File: config.mk
export PLATFORM = sky130hd
export DESIGN_NAME = downcounter_timer
export DESIGN_NICKNAME = d
export VERILOG_FILES = /design/src/rtl/downcounter_pkg.sv /design/src/rtl/downcounter_timer.sv
export SDC_FILE = /design/constraint.sdc
export NUM_CORES = 1
export LEC_CHECK = 0
export CORE_MARGIN = 2
export CORE_UTILIZATION = 47
export CTS_CLUSTER_SIZE = 20
export DETAILED_ROUTE_END_ITERATION = 16
export PLACE_DENSITY_LB_ADDON = 0.12
export SETUP_SLACK_MARGIN = 0.4
export SLEW_MARGIN = 20
export SYNTH_ARGS = -nofsm -noshare
export SYNTH_HDL_FRONTEND = slang
export SYNTH_SLANG_ARGS = --single-unit
File: constraint.sdc
create_clock -name clock -period 1.9 [get_ports clock]
set_input_delay 0.19 -clock clock [delete_from_list [all_inputs] [get_ports clock]]
set_output_delay 0.19 -clock clock [all_outputs]
set_load 0.005 [all_outputs]
File: src/rtl/downcounter_pkg.sv
// Shared encodings for the loadable down-counter timer: FSM states and counting modes.
package downcounter_pkg;

   typedef enum logic [1:0] {
      IDLE = 2'd0,
      RUN  = 2'd1,
      DONE = 2'd2
   } state_t;

   localparam logic MODE_ONESHOT  = 1'b0;
   localparam logic MODE_PERIODIC = 1'b1;

endpackage

File: src/rtl/downcounter_timer.sv
// Loadable down-counter with registered one-cycle terminal-count pulse, one-shot or auto-reload.
// Load takes effect on the next edge and always beats enable; busy/done decode the state register.
module downcounter_timer
   import downcounter_pkg::*;
#(
   parameter int WIDTH = 4
) (
   input  logic             clock,
   input  logic             reset,
   input  logic             load,
   input  logic [WIDTH-1:0] load_value,
   input  logic             mode,
   input  logic             enable,
   output logic [WIDTH-1:0] count,
   output logic             tc,
   output logic             busy,
   output logic             done
);

   state_t           state, state_n;
   logic [WIDTH-1:0] count_n;
   logic [WIDTH-1:0] reload_r, reload_n;
   logic             mode_r, mode_n;
   logic             tc_n;

   always_ff @(posedge clock or posedge reset) begin
      if (reset) begin
         state    <= IDLE;
         count    <= '0;
         reload_r <= '0;
         mode_r   <= MODE_ONESHOT;
         tc       <= 1'b0;
      end else begin
         state    <= state_n;
         count    <= count_n;
         reload_r <= reload_n;
         mode_r   <= mode_n;
         tc       <= tc_n;
      end
   end

   always_comb begin
      state_n  = state;
      count_n  = count;
      reload_n = reload_r;
      mode_n   = mode_r;
      tc_n     = 1'b0;

      if (load) begin
         // A zero load value means "stop": park in IDLE rather than start a zero-length count.
         if (load_value != '0) begin
            count_n  = load_value;
            reload_n = load_value;
            mode_n   = mode;
            state_n  = RUN;
         end else begin
            count_n = '0;
            state_n = IDLE;
         end
      end else begin
         case (state)
            RUN: begin
               if (enable) begin
                  if (count > WIDTH'(1)) begin
                     count_n = count - WIDTH'(1);
                  end else begin
                     tc_n = 1'b1;
                     if (mode_r == MODE_PERIODIC) begin
                        count_n = reload_r;
                     end else begin
                        count_n = '0;
                        state_n = DONE;
                     end
                  end
               end
            end
            DONE: begin
               count_n = '0;
            end
            default: begin
               state_n = IDLE;
            end
         endcase
      end
   end

   assign busy = (state == RUN);
   assign done = (state == DONE);

endmodule

After elaboration in Yosys (flattened, before gate mapping)

Index checks and enable logic that the tools add are counted.

$add $sub $neg: 1
Order comparisons: 1
Equality and inequality tests: 6
Multiplexer cells: 16
Reduce and logical (&&, ||, !) cells: 5

Operators with widths:

| operator                                                              | number |
|---|---|
| 4-bit 2-to-1 mux                                                      | 5 |
| 3-bit != test (second input constant)                                 | 3 |
| 2-bit 2-to-1 mux                                                      | 4 |
| 4-bit one-hot mux with 2 select lines                                 | 1 |
| 1-bit 2-to-1 mux                                                      | 5 |
| 4-bit by 1-bit > comparator with 1-bit output (second input constant) | 1 |
| 2-bit one-hot mux with 2 select lines                                 | 1 |
| 2-bit AND reduction                                                   | 2 |
| 4-bit AND reduction                                                   | 1 |
| 4-bit nonzero test                                                    | 1 |
| 4-bit by 1-bit subtractor with 4-bit output (second input constant)   | 1 |
| 3-bit nonzero test                                                    | 1 |
| 2-bit by 1-bit == test with 1-bit output (second input constant)      | 1 |
| 2-bit == test (second input constant)                                 | 1 |
| 2-bit != test (second input constant)                                 | 1 |

Bits in registers: 12
Bits of input ports: 9
Output and inout port bits: 7
Word-level logic and storage cells: 34

Logic depth before layout (Yosys ltp)

Gate-level depths: netlist (run 1).

Depth after elaboration: 5
Mapped depth: 6
Gate-level depth less buffers: 6

Worst setup path after synthesis (run 1)

Ideal clock, no wire load.

Kind: reg2reg
Start: register count[0]
End: register count[1]
Library setup time: 95 ps
Data arrival time: 1508 ps
Required time: 1805 ps
Slack: 297 ps
Stages on the path, launching flop included: 7
Path buffers: 0
Clock period less this slack: 1603 ps
Path through: dfrtp_1 -> inv_1 -> ha_1 -> nor2_1 -> nor3_2 -> mux2_4 -> o31ai_1

Longest elaborated chain between the ends: 5
Elaborated cells on any way between the ends: 6
Those cells by class: add/sub: 1; order compare: 1; mux: 4

Ends and longest elaborated chain:

| item                                                                                                         | line                                             | text |
|---|---|---|
| start, declared                                                                                              | downcounter_timer.sv:14                          | `output logic [WIDTH-1:0] count,` |
| start signal, assigned                                                                                       | downcounter_timer.sv:35                          | `count <= count_n;` |
| 4-bit by 1-bit subtractor with 4-bit output or 4-bit by 1-bit > comparator with 1-bit output (tied branches) | downcounter_timer.sv:65, downcounter_timer.sv:64 |  |
| 4-bit 2-to-1 mux (*)                                                                                         | downcounter_timer.sv:64                          | `if (count > WIDTH'(1)) begin` |
| 4-bit 2-to-1 mux (*)                                                                                         | downcounter_timer.sv:63                          | `if (enable) begin` |
| 4-bit one-hot mux with 2 select lines (*)                                                                    | downcounter_timer.sv:61                          | `case (state)` |
| 4-bit 2-to-1 mux (*)                                                                                         | downcounter_timer.sv:49                          | `if (load) begin` |

Every way passes the cells marked *; elsewhere a longest branch is shown, timed or not. The select of a mux whose other input is x is not followed.
A chain may end at the register's enable or synchronous reset.

Final worst setup path (run 1)

Start: register count[1]
End: register count[1]

Same word-level chain as after synthesis.

==> impl_metrics.ini, run 1 <==
[timing]
fin_skew_ns = 0.00471
setup_viol = 0
slew_viol_final = 0
slew_headroom_pct = 68.6
rsz0062_at_grt = true
worst_slew_pin_slew_ns = 0.471
post-route-period-util_pct = 80.6
final-hold-violation-count = 0
fmax_mhz = 653
layout_min_cycle_time_ns = 1.53
setup_tns_ns = 0

[place]
finalWeightedCongestion = 0.729
io_buffers = 15
dp_hpwl_mm = 1.15
placed_cell_area_um2 = 925

[clocking]
cts_tree = done
clk_pin_slew_ns = 0.08
htreeDepth = 1
hold_buffers = 0
root_buffer = clkbuf_4
clock_latency_ns = 0.29
cts_buffer_depth = 2
cts_inserted_buffers = 3
clkSinkCount = 12

[yosys]
synth_most_common_cell = nand2_1
ys.flop_type = dfrtp_1
synth_edf_count = 0
syn_nets = 79
ys_seq_area_share_pct = 42.6
yosys.cell_types.count = 35
ys_async_sr_fraction_pct = 100
synth_top_cell_by_area = dfrtp_1
synth_area_leaders = dfrtp_1 43%, nand2_1 6.9%, a2111oi_4 3.9%
yosysWarnings = 0
ys_top_cells_by_count = 13 x nand2_1, 12 x dfrtp_1, 5 x inv_1
ys_seq_elements = 12
syn_inst = 68
syn_area_um2 = 706
syn_avg_cell_area_um2 = 10.4
synth.top_cell.area_share_pct = 42.6

[critical_path]
criticalPathCategory = register to register
timing.reg2reg.worst_path_depth = 6
critPathMaxFanout = 4
critPathLaunch = count[1]$_DFFE_PP0P_
required_ns = 2.10
worst_setup_path_start_kind = register
r2r-start = count[1]$_DFFE_PP0P_
crit_arrival_ns = 1.73
cp-end-kind = register

[route]
wl_mm = 1.66
via_per_inst = 5.63
drtIter0Drc = 25
dr.pass1.iters = 4
antenna_left = 0
vias = 625
drcViolationCount = 0
routedWlPerCell_um = 15.0

[grt]
grt_max_degree = 13
antenna_found_initial = 0
grt_usage_pct = 20.5
first_global_vias = 616
grt_pass1_wl_mm = 2.73
overflow = 0

[pwr]
clockPowerShare_pct = 17.9
swShare_pct = 34.5
p_leak_nw = 0.467
p_comb_share_pct = 46.7
ir_drop_mv = 0.582
powerDensity_nw_per_um2 = 939
power_frac_seq_pct = 35.4
cell_internal_pwr_w = 0.000646
p_sw_w = 0.000340

[die]
die_y_um = 42.8
core-area_um2 = 1350
rows = 13
dieArea_um2 = 1830
die_w_um = 42.8
io_pins = 16
start_util_pct = 52.3

[layout]
syn2layout_area_growth_pct = 48.9
drive_gt1_share_pct = 33.3
ff_latch_area_um2 = 304
multi_input_area_um2 = 448
n_antenna_cell = 0
fill_cells = 90
nNetsFinal = 108
final_area_um2 = 1050

[job]
cap_violations = 0

[status]
outcome = finished clean

[min_path]
hold_path.class = primary input to async pin
-- critical path, cell delays in order, from the launching register on --
cell,delay (ns)
dfrtp_1,0.40
inv_2,0.11
ha_4,0.16
nor2_4,0.05
nor3_4,0.24
mux2_4,0.34
o31ai_4,0.16
-- per-stage QoR --
step / cells / util (%) / total power, W / worst slack [ns] / hold slack (ns)
6_report: 111 / 77.8 / 0.000986 / 0.368 / 0.209
5_1_grt: 111 / 77.8 / 0.00105 / 0.291 / 0.283
4_1_cts: 109 / 73.8 / 0.000927 / 0.397 / 0.224
3_5_place_dp: 99 / 68.5 / 0.000719 / 0.255 / 0.468
3_3_place_gp: 99 / 68.5 / 0.000710 / 0.333 / 0.462
2_1_floorplan: 68 / - / 0.000592 / 0.363 / 0.0546
-- final cells by class --
class	count	area share (%)
multi-input cells	50	42.6
repair buffers	25	22.4
inverters	5	1.79
clock buffers	4	2.50
flip-flops and latches	12	28.9
well taps	15	1.79
-- layout by cell type, fill, tap and decap left out, types with 2 or more instances in the layout --
master           netlist  routed
inv_1                  5       3
clkbuf_4               0       3
dfrtp_2                0       3
dlygate4sd2_1          0       2
inv_2                  0       2
ha_4                   0       2
a22o_1                 2       2
clkdlybuf4s50_1        0      13
nand2_1               13      13
dfrtp_1               12       9
o21ai_0                2       2
buf_4                  0       9
-- layer usage --
metal  part of all wire [%]  vias to the layer above  GRT usage [%]  routed length (um)
li1                       -                      304              -                   -
met1                     45                      299           26.3                 750
met2                     48                       17           32.1                 790
met3                    4.8                        5           3.83                  79
met4                    2.3                        0           11.3                  39
met5                      0                        -              0                   0
-- sequential cells by signal, summed over array words and instances (netlist names) --
name	cells
reload_r	4
count	4
tc	1
mode_r	1
state	2
-- cells by family (layout without fill, tap and decap cells) --
logic type                 after synthesis  after routing  synth area share [%]
muxes                                    2              2                  3.72
adders and majority gates                2              2                  3.55
AOI/OAI and AO/OA                       18             18                  25.0
and+or+nand+nor                         28             28                  21.8
buffers and inverters                    6             34                  3.37
DFF                                     12             12                  42.6
-- repair_timing --
item / CTS / global route
setup buffers: 6 / 2
endpoints found under the setup margin: 6 / 7
resized for setup: 4 / 4
pin swaps: 3 / 3
cloned: 0 / 0
hold endpoints to repair: 0 / 0
-- power groups by stage --
stage               sequential (W)  clock, W  combinational (W)
CTS                       0.000360  0.000177           0.000390
floorplan                 0.000359         0           0.000233
global placement          0.000365         0           0.000346
global route              0.000357  0.000190           0.000499
finish                    0.000349  0.000177           0.000461
detailed placement        0.000368         0           0.000351
-- final timing paths --
check / to / slack [ns]
max: count[1]$_DFFE_PP0P_ / 0.37
min: reload_r[0]$_DFFE_PP0P_ / 0.21
max reg2reg: count[1]$_DFFE_PP0P_ / 0.37
min reg2reg: reload_r[2]$_DFFE_PP0P_ / 0.49
max in group asynchronous: count[3]$_DFFE_PP0P_ / 1.34
min in group clock: reload_r[2]$_DFFE_PP0P_ / 0.49
Note: power is estimated with default switching activity, not from simulation.
==> run 2: changes to the inputs <==
==> constraint.sdc (replaced) <==
create_clock -name clock -period 1.55 [get_ports clock]
set_input_delay 0.155 -clock clock [delete_from_list [all_inputs] [get_ports clock]]
set_output_delay 0.155 -clock clock [all_outputs]
set_load 0.005 [all_outputs]
==> run 2 against run 1 <==
Combinational power grew 53%. Sequential share of layout area shrank 2.5 points. Sequential cell count is the same. First-iteration DRC count increased by 40%. Largest cell class unchanged. Critical endpoint unchanged. Non-clock buffer count grew 8.
==> impl_metrics.ini, run 2 (synthesis results as in run 1) <==
[status]
outcome = finished clean

[clocking]
cts_inserted_buffers = 3
cts_buffer_depth = 2
hold_buffers = 0
htreeDepth = 1
clock_latency_ns = 0.27
cts_tree = done
clkSinkCount = 12
root_buffer = clkbuf_4
clk_pin_slew_ns = 0.08

[critical_path]
required_ns = 1.74
worst_setup_path_start_kind = register
critPathMaxFanout = 4
crit_arrival_ns = 1.73
criticalPathCategory = register to register
cp-end-kind = register

[timing]
setup_tns_ns = 0
worst_slew_pin_slew_ns = 0.455
hold_ws_ns = 0.180
setup_viol = 0
rsz0062_at_grt = true
post-route-period-util_pct = 99.3
layout_setup_ws_ns = 0.0104
layout_min_cycle_time_ns = 1.54
final-hold-violation-count = 0
slew_viol_final = 0
fmax_mhz = 650
slew_headroom_pct = 69.6
fin_skew_ns = 0.00643

[layout]
final_cell_mix = 13 x nand2_1, 11 x buf_4, 10 x dfrtp_1
syn2layout_area_growth_pct = 62.2
reg_top3 = count (4), reload_r (4), state (2)
final_common_cell = nand2_1
drive_gt1_share_pct = 45.2
final_area_um2 = 1140
nNetsFinal = 116
n_antenna_cell = 0

[place]
pre_cts_ws_ns = -0.0182
dp_hpwl_mm = 1.17
placed_cell_area_um2 = 962
io_buffers = 15
finalWeightedCongestion = 0.736

[grt]
grt_pass1_wl_mm = 2.90
grt_usage_pct = 20.9
overflow = 0
antenna_found_initial = 0
grt_max_degree = 13
first_global_vias = 621

[job]
cap_violations = 0

[min_path]
hold_path.class = primary input to async pin

[die]
rows = 13
dieArea_um2 = 1830
die_w_um = 42.8
start_util_pct = 52.3
io_pins = 16
core-area_um2 = 1350
die_y_um = 42.8

[route]
via_per_inst = 5.81
vias = 691
wl_mm = 1.90
drcViolationCount = 0
routedWlPerCell_um = 16.0
dr.pass1.iters = 5
antenna_left = 0
drtIter0Drc = 35

[pwr]
p_leak_nw = 0.544
ir_drop_mv = 0.626
p_total_w = 0.00137
powerDensity_nw_per_um2 = 1200
[run 2: cell count changes in the layout (fill, tap and decap cells not counted), sizes merged]
| cell | before | now |
|---|---|---|
| dlygate4sd2 | 2 | 4 |
| buf | 10 | 22 |
| clkdlybuf4s50 | 13 | 6 |
| dlymetal6s2s | 0 | 1 |
[run 2: repair_timing]
action,in CTS,in global routing
buffers inserted,8,3
cloned,0,0
setup endpoints to repair,15,13
resized for setup,28,8
pin swaps,11,2
[run 2: final cells by class]
cell class,instances,area [um2]
Clock buffer,4,36.3
Inverter,5,18.8
Timing Repair Buffer,33,310
Multi-Input combinational cell,50,458
Sequential cell,12,303
Fill cell,68,205
Tap cell,15,18.8
[run 2: power by group]
group          leakage, nW  internal (W)  switching, W
Combinational        0.379      0.000406      0.000300
Sequential           0.144      0.000365     0.0000515
Clock               0.0210      0.000143      0.000108
[run 2: worst paths after layout]
path                            slack [ns]                      end               startpoint  cells past startpoint
worst max-delay path                  0.01     count[1]$_DFFE_PP0P_     count[1]$_DFFE_PP0P_                      6
worst min-delay path                  0.18       mode_r$_DFFE_PP0P_                    reset                      2
worst max register to register        0.01     count[1]$_DFFE_PP0P_     count[1]$_DFFE_PP0P_                      6
worst min register to register        0.49  reload_r[2]$_DFFE_PP0P_  reload_r[2]$_DFFE_PP0P_                      2
max in group asynchronous             1.02     count[3]$_DFFE_PP0P_                    reset                      2
min in group clock                    0.33  reload_r[2]$_DFFE_PP0P_            load_value[2]                      3
[run 2: through the flow]
step	util, %	instances
3_5_place_dp	71.3	104
6_report	84.8	119
4_1_cts	80.4	116
3_3_place_gp	71.3	104
2_1_floorplan	-	68
5_1_grt	84.8	119
[run 2: routing by layer]
| metal | up-vias | global-route usage, % | part of all wire [%] |
|---|---|---|---|
| met5 | - | 0 | 0 |
| met2 | 38 | 34.5 | 54 |
| li1 | 321 | - | - |
| met3 | 0 | 2.98 | 5.1 |
| met1 | 332 | 28.3 | 41 |
| met4 | 0 | 5.63 | 0 |
[run 2: worst max-delay path: stages, from the launching register on]
cell and delay [ns]:
dfrtp_1 0.40, inv_2 0.10, ha_4 0.16, nor2_4 0.04, nor3_4 0.27, mux2_4 0.34
o31ai_4 0.15
==> run 3: changes to the inputs <==
--- a/config.mk
+++ b/config.mk
@@ -5,8 +5,9 @@
 export SDC_FILE = /design/constraint.sdc
 export NUM_CORES = 1
 export LEC_CHECK = 0
+export ABC_AREA = 1
 export CORE_MARGIN = 2
-export CORE_UTILIZATION = 47
+export CORE_UTILIZATION = 48
 export CTS_CLUSTER_SIZE = 20
 export DETAILED_ROUTE_END_ITERATION = 16
 export PLACE_DENSITY_LB_ADDON = 0.12
==> run 3 against run 2 <==
Clock skew is 0.0033 ns lower. Clock-buffer cell count stayed put. Maximum frequency is 20% higher. Register-to-register slack better by 0.25 ns. Area after synthesis is 5.3% higher. Sequential cell count stayed put. Sequential share of layout area is 1.2 points higher. Utilization is 10 points lower. Highest routed layer is now met4. Largest cell class unchanged. Power is 13% lower. Cell count is 28% higher. Sequential power is 5.3% lower.
==> impl_metrics.ini, run 3 <==
[status]
outcome = finished clean

[yosys]
synth_edf_count = 0
ys_async_sr_fraction_pct = 100
syn_area_um2 = 743
ys_top_cells_by_count = 45 x nand2_1, 12 x dfrtp_1, 12 x inv_1, 8 x nand3_1, 8 x nor2_1
synth_most_common_cell = nand2_1
syn_avg_cell_area_um2 = 7.01
syn_nets = 117
ys_seq_elements = 12
yosysWarnings = 0
synth_area_leaders = dfrtp_1 40%, nand2_1 23%, inv_1 6.1%
yosys.cell_types.count = 20
syn_inst = 106
ys.flop_type = dfrtp_1
synth_top_cell_by_area = dfrtp_1
synth.top_cell.area_share_pct = 40.4
ys_seq_area_share_pct = 40.4

[critical_path]
r2r_slack_ns = 0.27
r2r-start = count[1]$_DFFE_PP0P_
criticalPathCategory = register to register
critPathMaxFanout = 5
required_ns = 1.75
critPathLaunch = count[1]$_DFFE_PP0P_
worst_setup_path_start_kind = register
cp-end-kind = register
crit_arrival_ns = 1.48

[job]
cap_violations = 0

[timing]
rsz0062_at_grt = true
slew_headroom_pct = 68.9
final-hold-violation-count = 0
setup_viol = 0
worst_slew_pin_slew_ns = 0.466
slew_viol_final = 0
setup_tns_ns = 0
layout_min_cycle_time_ns = 1.28
fin_skew_ns = 0.00314
post-route-period-util_pct = 82.9
fmax_mhz = 778

[clocking]
htreeDepth = 1
cts_tree = done
clock_latency_ns = 0.27
hold_buffers = 0
root_buffer = clkbuf_4
clkSinkCount = 12
clk_pin_slew_ns = 0.08
cts_inserted_buffers = 3
cts_buffer_depth = 2

[layout]
n_antenna_cell = 0
final_cell_mix = 43 x nand2_1, 10 x dfrtp_1, 10 x buf_4
drive_gt1_share_pct = 35.3
final_common_cell = nand2_1
final_area_um2 = 1090
reg_top3 = count (4), reload_r (4), state (2)
nNetsFinal = 148
syn2layout_area_growth_pct = 47.3

[place]
placed_cell_area_um2 = 938
finalWeightedCongestion = 0.864
dp_hpwl_mm = 1.21
io_buffers = 15

[route]
antenna_left = 0
routedWlPerCell_um = 10.7
vias = 703
wl_mm = 1.62
drcViolationCount = 0
via_per_inst = 4.63
drtIter0Drc = 7
dr.pass1.iters = 4

[die]
die_w_um = 43.4
dieArea_um2 = 1880
core-area_um2 = 1470
rows = 14
die_y_um = 43.4
start_util_pct = 50.5
io_pins = 16

[min_path]
hold_path.class = primary input to async pin

[pwr]
p_leak_nw = 0.579
powerDensity_nw_per_um2 = 1100
ir_drop_mv = 0.748

[grt]
grt_usage_pct = 21.4
antenna_found_initial = 0
grt_max_degree = 13
overflow = 0
grt_pass1_wl_mm = 2.86
first_global_vias = 644
## run 3: cell types whose count changed after synthesis, moves of 3 or more
cell | before | now
nand2_1 | 13 | 45
nand2_2 | 0 | 3
inv_1 | 5 | 12
nand3_1 | 1 | 8
nor2_1 | 2 | 8
## run 3: what timing repair did
item,4_1_cts,5_1_grt
pin swaps,6,5
resized for setup,26,6
buffers inserted,9,3
setup endpoints to repair,14,10
## run 3: logic make-up after synthesis
kind of cell	after synthesis	share of synthesized area, %
flops	12	40.4
fa+ha+maj	2	3.37
simple gates	71	43.1
compound gates	4	3.20
buf+inv	17	9.93
## run 3: stage by stage
stage | cells | total power (W) | hold WS, ns | setup WS, ns | util (%)
after floorplan | 106 | 0.000682 | 0.0196 | 0.362 | -
after global routing | 152 | 0.00129 | 0.246 | 0.172 | 74.4
after global placement | 136 | 0.000812 | 0.456 | 0.174 | 63.8
final | 152 | 0.00120 | 0.186 | 0.265 | 74.4
after CTS | 149 | 0.00118 | 0.202 | 0.232 | 72.8
after detailed placement | 136 | 0.000822 | 0.462 | 0.117 | 63.8
## run 3: layout make-up
class | instances | area, um2
multi-input combinational | 77 | 442
fill | 127 | 377
sequential | 12 | 303
timing repair buffer | 27 | 229
inverter | 16 | 65.1
clock buffer | 4 | 36.3
tap | 16 | 20.0
## run 3: power by group
group / switching (W) / internal (W)
Sequential: 0.0000369 / 0.000358
Combinational: 0.000286 / 0.000271
Clock: 0.000107 / 0.000143
## run 3: final timing paths
| path | end | cells past startpoint |
|---|---|---|
| worst min-delay path | mode_r$_DFFE_PP0P_ | 2 |
| worst max-delay path | state[1]$_DFFE_PP0P_ | 8 |
| max in group asynchronous | count[0]$_DFFE_PP0P_ | 2 |
| worst min register to register | reload_r[3]$_DFFE_PP0P_ | 2 |
| worst max register to register | state[1]$_DFFE_PP0P_ | 8 |
| min in group clock | mode_r$_DFFE_PP0P_ | 3 |
## run 3: critical path: stages, from the launching register on
cell and delay (ns):
dfrtp_1 0.40, inv_2 0.13, ha_4 0.17, inv_4 0.04, nand2_4 0.09, nand2_4 0.07
nor3_4 0.13, nand3_1 0.12, o21ai_2 0.07
## run 3: per-layer routing
layer | global-route usage [%] | wire, um | vias up
li1 | - | - | 382
met5 | 0 | 0 | -
met2 | 31.6 | 758 | 12
met1 | 31.1 | 791 | 305
met3 | 3.75 | 44 | 4
met4 | 9.09 | 30 | 0
